[config.mk]
export PLATFORM = sky130hd
export DESIGN_NAME = cpu_control_unit
export DESIGN_NICKNAME = d
export VERILOG_FILES = /design/src/rtl/cpu_control_unit.sv
export SDC_FILE = /design/constraint.sdc
export NUM_CORES = 1
export LEC_CHECK = 0
export ABC_CLOCK_PERIOD_IN_PS = 2700
export BUFFER_PORTS_ARGS = -buffer_cell sky130_fd_sc_hd__buf_2
export CORE_AREA = 2 2 39 41
export DETAILED_ROUTE_END_ITERATION = 10
export DIE_AREA = 0 0 41 43
export GPL_TIMING_DRIVEN = 0
export SETUP_SLACK_MARGIN = 0.2
export SYNTH_ARGS = -nofsm -noshare
export SYNTH_HDL_FRONTEND = slang
export SYNTH_SLANG_ARGS = --single-unit
[constraint.sdc]
create_clock -name clk -period 2.7 [get_ports clk]
set_input_delay 0.135 -clock clk [delete_from_list [all_inputs] [get_ports clk]]
set_output_delay 0.135 -clock clk [all_outputs]
set_load 0.01 [all_outputs]
[src/rtl/cpu_control_unit.sv]
// cpu_control_unit -- SM83 control unit. It tracks the M-cycle step of the current
// instruction and decodes the opcode held in the parent's IR into per-M-cycle control signals.
// Latency: outputs are combinational from (instruction_register, step). The step counter
// advances on the clk edge where t_cycle==3.
// Backpressure: none. The parent commits IR load and PC increment on that same edge.
// Optional feature: define ILLEGAL_LOCK_EN to make illegal opcodes lock the CPU until reset.
// Ports:
//   clk, reset           - clock; synchronous active-high reset
//   t_cycle[1:0]         - T-cycle within the M-cycle, owned by the parent
//   instruction_register - opcode currently executing
//   pc_next              - 0 = hold PC, 1 = PC+1 at end of M-cycle
//   inst_load            - parent loads mem_data_in into IR at t_cycle==3
//   mem_enable/mem_write - bus access enable / write strobe (always read today)
module cpu_control_unit #(
  parameter int STEP_W = 3
) (
  input  logic       clk,
  input  logic       reset,
  input  logic [1:0] t_cycle,
  input  logic [7:0] instruction_register,
  output logic       pc_next,
  output logic       inst_load,
  output logic       mem_enable,
  output logic       mem_write
);

  logic [STEP_W-1:0] step_q;
  logic [STEP_W-1:0] step_d;
  logic [STEP_W-1:0] last_step;  // index of the fetch M-cycle for this opcode
  logic              fetch;
  logic              locked;

  // Instruction length decode. Unlisted opcodes are single-cycle (fetch only).
  always_comb begin
    last_step = '0;
    case (instruction_register)
      8'h06, 8'h0E, 8'h16, 8'h1E, 8'h26, 8'h2E, 8'h3E,
      8'hC6, 8'hCE, 8'hD6, 8'hDE, 8'hE6, 8'hEE, 8'hF6, 8'hFE:
        last_step = STEP_W'(1);
      8'h01, 8'h11, 8'h21, 8'h31:
        last_step = STEP_W'(2);
      default:
        last_step = '0;
    endcase
  end

`ifdef ILLEGAL_LOCK_EN
  // The lock takes effect once the illegal opcode sits in the IR, which is after its fetch.
  always_comb begin
    locked = 1'b0;
    case (instruction_register)
      8'hD3, 8'hDB, 8'hDD, 8'hE3, 8'hE4, 8'hEB,
      8'hEC, 8'hED, 8'hF4, 8'hFC, 8'hFD:
        locked = 1'b1;
      default:
        locked = 1'b0;
    endcase
  end
`else
  assign locked = 1'b0;
`endif

  // Treat any step at or beyond the last one as the fetch cycle. This also covers
  // unreachable out-of-range steps.
  assign fetch = (step_q >= last_step);

  always_comb begin
    mem_write = 1'b0;  // reserved for future store instructions
    if (locked) begin
      mem_enable = 1'b0;
      inst_load  = 1'b0;
      pc_next    = 1'b0;
    end else begin
      // Operand reads and the fetch cycle both read the byte at PC and advance PC.
      mem_enable = 1'b1;
      inst_load  = fetch;
      pc_next    = 1'b1;
    end
  end

  always_comb begin
    step_d = step_q;
    if (locked) begin
      step_d = '0;
    end else if (t_cycle == 2'd3) begin
      step_d = fetch ? '0 : step_q + STEP_W'(1);
    end
  end

  always_ff @(posedge clk) begin
    if (reset) begin
      step_q <= '0;
    end else begin
      step_q <= step_d;
    end
  end

endmodule

Yosys cells after proc, flatten, opt, wreduce, memory -nomap -nowiden
Index checks and enable logic that the tools add are counted.
- $add $sub $neg: 1
- $lt $le $gt $ge: 1
- equal/unequal tests: 20
- multiplexer cells: 2
- reductions and logical operators: 2
- operators by type and width (operator ; number):
    $eq A8 B8 Y1 const B ; 8
    $eq A8 B6 Y1 const B ; 5
    $eq A8 B5 Y1 const B ; 3
    $reduce_or A15 Y1 ; 1
    $eq A8 B1 Y1 const B ; 1
    $eq A8 B3 Y1 const B ; 1
    $eq A8 B4 Y1 const B ; 1
    $pmux W2 S2 ; 1
    $reduce_or A4 Y1 ; 1
    $add A3 B1 Y3 const B ; 1
    $ge A3 B3 Y1 ; 1
    $mux W3 ; 1
    $eq A2 B2 Y1 const B ; 1
- flip-flop bits (word level): 3
- output and inout port bits: 4
- word-level logic and storage cells: 27

Depth between registers and ports, before layout
- word-level depth: 5
- depth in mapped cells: 7
- depth with buffers taken out: 7

Worst setup path after synthesis
No wires, ideal clock.
- path type: input to register
- from: input port instruction_register[7]
- to: register step_q[1]
- library setup time: 0.101 ns
- arrival: 1.522 ns
- data required time: 2.599 ns
- setup slack: 1.077 ns
- stages on the path: 7
- path buffers: 0
- cell sequence: nor2_1 o21ai_1 a211oi_1 ha_1 nand2b_4 a211o_1 o41ai_1
- longest elaborated chain between the ends: 5
- elaborated cells between the ends (all ways): 24
- those cells by class: order compare (1); eq/ne (19); mux (2); reduce/logical (2)
- RTL lines (item ; RTL line ; RTL):
    from (decl) ; 20 ; input logic [7:0] instruction_register,
    $eq A8 B3 Y1, or another cell as far along ; 36 ; case (instruction_register)
    $reduce_or A15 Y1 / $reduce_or A4 Y1 (equally long branches) ; 36 ;
    $pmux W2 S2 * ; 36 ;
    $ge A3 B3 Y1 * ; 65 ; assign fetch = (step_q >= last_step);
    net inst_load ; 22 ; output logic inst_load,
    $mux W3 * ; 86 ; step_d = fetch ? '0 : step_q + STEP_W'(1);
    to (signal assigned) ; 94 ; step_q <= step_d;
    to (decl) ; 27 ; logic [STEP_W-1:0] step_q;
Mark *: on every way through the listed nets, which the timed path passes. The rest lies on a longest branch.
A chain may end at the register's enable or synchronous reset.

Worst setup path in the final report
- from: input port instruction_register[7]
- to: output port inst_load
- longest elaborated chain between the ends: 4
- elaborated cells between the ends (all ways): 23
- those cells by class: order compare (1); eq/ne (19); mux (1); reduce/logical (2)
- RTL lines (item ; RTL line):
    $eq A8 B3 Y1, or another cell as far along ; 36
    $reduce_or A15 Y1 / $reduce_or A4 Y1 (equally long branches) ; 36
    $pmux W2 S2 * ; 36
    $ge A3 B3 Y1 * ; 65
    to (decl) ; 22
Mark *: on every way between the ends. The rest lies on a longest branch, timed or not.

==> summary.txt <==
DRT Pass-1 Iters = 4
Die X = 41 um
Setup Buffers After CTS = 0
CORE AREA = 1380 sq um
Max Slew Vio Count = 0
Count of buffers from port buffering = 12
Number of synthesized register bits = 3
Antenna violations before repair = 0
Top cell type's share of synthesized area = 0.234
GR Util All Layers = 0.0592
Flop pwr share = 0.310
Top cells by area, synth = dfxtp_1 (23%), ha_1 (15%), buf_4 (8.8%)
Leakage = 0.169 nW
DRC = 0
Worst setup path category = in -> out
VDD IR-drop max = 190 uV
Sw frac = 0.223
Largest area contributor in the netlist = dfxtp_1
Via density = 3.91
Final hold violations = 0
Fillcell total = 153
Proportion of layout cells with a drive suffix above 1 = 0.388
# diodes = 0
Initial DRC Count = 4
Final Power = 0.144 mW
Initial core utilization = 0.185
Max Fclk = 580 MHz
Net Sw Power = 0.0322 mW
CTS tree = yes
Synth Instances = 32
CP Launch Type = input port
Num ports = 16
WP data required = 2.57 ns
GRT overflow = 0
Routed WL = 474 um
Nets@finish = 65
Root Buffer = clkbuf_4
Post-synth design cell area = 256 sq um
Layout Skew = 0.00208 ns
Tcrit/Tclk final = 0.639
Via count = 254
Biggest register = step_q
Clock period minus worst slack = 1.72 ns
Maxcap violations = 0
Cell Int Power = 0.112 mW
CP max FO = 4
Drt wl/cell = 7.29 um
Post-synthesis average cell area = 8.02 sq um
Clk buf depth = 2
Clock group share of total power = 0.540
Die Span Y = 43 um
Seq/Total Area, Yosys = 0.234
Tightest Hold Check Type = in -> reg
Final setup vio count = 0
First-pass GRT wire length = 710 um
Logic pwr share = 0.150
Count leader, synth = nand2_1
Hold buffers post-CTS = 0
Met1 usage = 0.0833
Largest regs = step_q (3)
Max FFs per register = 3
Status = complete, no violations
EDFF count, synth = 0
Gpl congestion = 0.606
Clock Latency Late Sink = 0.23 ns
Setup crit end kind = primary output
Pwr dens = 393 nW/um^2
Largest net degree at the start of global routing = 7
Die Area = 1760 sq um
Met2 Usage GRT = 0.0750
Setup_tns = 0 ns
Top FF cell, synth = dfxtp_1
H-tree depth = 1
Met3 usage = 0
Finished Core Util = 0.265
Cell variety after synth = 15
Yosys warns = 0
Unrepaired setup endpoints after global routing = no
Vias in the first global route = 209
Row cnt = 14
Num CTS Buffers = 3
Area delta synth->final = 42.9%
CTS clk-pin slew, worst paths = 0.04 ns
Post-CTS sizing = 0
WP data arrival = 1.59 ns
GR peak layer = met1
Sink Count = 3
Async SR Flop Fraction = 0
Post-route ant nets = 0
## layer usage
layer / wire length [um] / share of wire
met1: 225 / 0.47
met2: 201 / 0.42
met3: 47 / 0.099
met4: 0 / 0
met5: 0 / 0
## critical path, stage by stage
cell	delay, ns
buf_2	0.10
nor2_1	0.12
o21ai_1	0.08
a211oi_1	0.25
ha_1	0.28
nand2b_4	0.13
a211o_1	0.34
buf_2	0.16
## cells in the final DEF, fill, tap and decap left out, drive strengths merged
master,instances
a211o,1
a211oi,1
buf,15
clkbuf,4
conb,3
dfxtp,3
ha,3
inv,3
nand2,5
nand2b,1
nand3b,3
nor2,1
nor4b,1
o21ai,2
o41ai,2
or3,1
## final timing paths
check / slack [ns] / cells after the start / start / endpoint
worst max-delay path: 0.98 / 8 / instruction_register[7] / inst_load
worst min-delay path: 0.16 / 2 / reset / step_q[1]$_SDFFE_PP0N_
worst max register to register: 1.11 / 5 / step_q[0]$_SDFFE_PP0N_ / step_q[2]$_SDFFE_PP0N_
worst min register to register: 0.50 / 2 / step_q[2]$_SDFFE_PP0N_ / step_q[2]$_SDFFE_PP0N_
## kinds of logic after synthesis
kind of cell	after synthesis	synth area share
AND/OR/NAND/NOR	12	0.288
AO/OA/AOI/OAI	6	0.171
buffers and inverters	6	0.132
adder cells (fa/ha/maj)	3	0.146
flip-flops	3	0.234
other	2	0.0293
## power groups by stage
stage	sequential (mW)	clock (mW)	combinational, mW
after floorplan	0.0453	0	0.0114
after global placement	0.0454	0	0.0214
after detailed placement	0.0454	0	0.0216
after CTS	0.0447	0.0818	0.0216
after global routing	0.0446	0.0887	0.0241
final	0.0447	0.0778	0.0217
## area by class of cell
cell class | count | area (sq um) | share of cell area
multi-input cells | 24 | 166 | 0.454
flip-flops and latches | 3 | 60.1 | 0.164
repair buffers | 12 | 60.1 | 0.164
clock buffers | 4 | 26.3 | 0.0717
plain buffers | 3 | 22.5 | 0.0614
well taps | 16 | 20.0 | 0.0546
inverters | 3 | 11.3 | 0.0307
## through the flow
step	instance area, sq um	instances	hold WS, ns	worst slack, ns
2_1_floorplan	260	33	0.239	1.08
5_1_grt	367	65	0.165	0.870
6_report	367	65	0.158	0.975
4_1_cts	367	65	0.145	0.967
3_3_place_gp	340	61	0.393	0.877
3_5_place_dp	340	61	0.394	0.802
No activity file was read; power rests on OpenSTA's default activity.
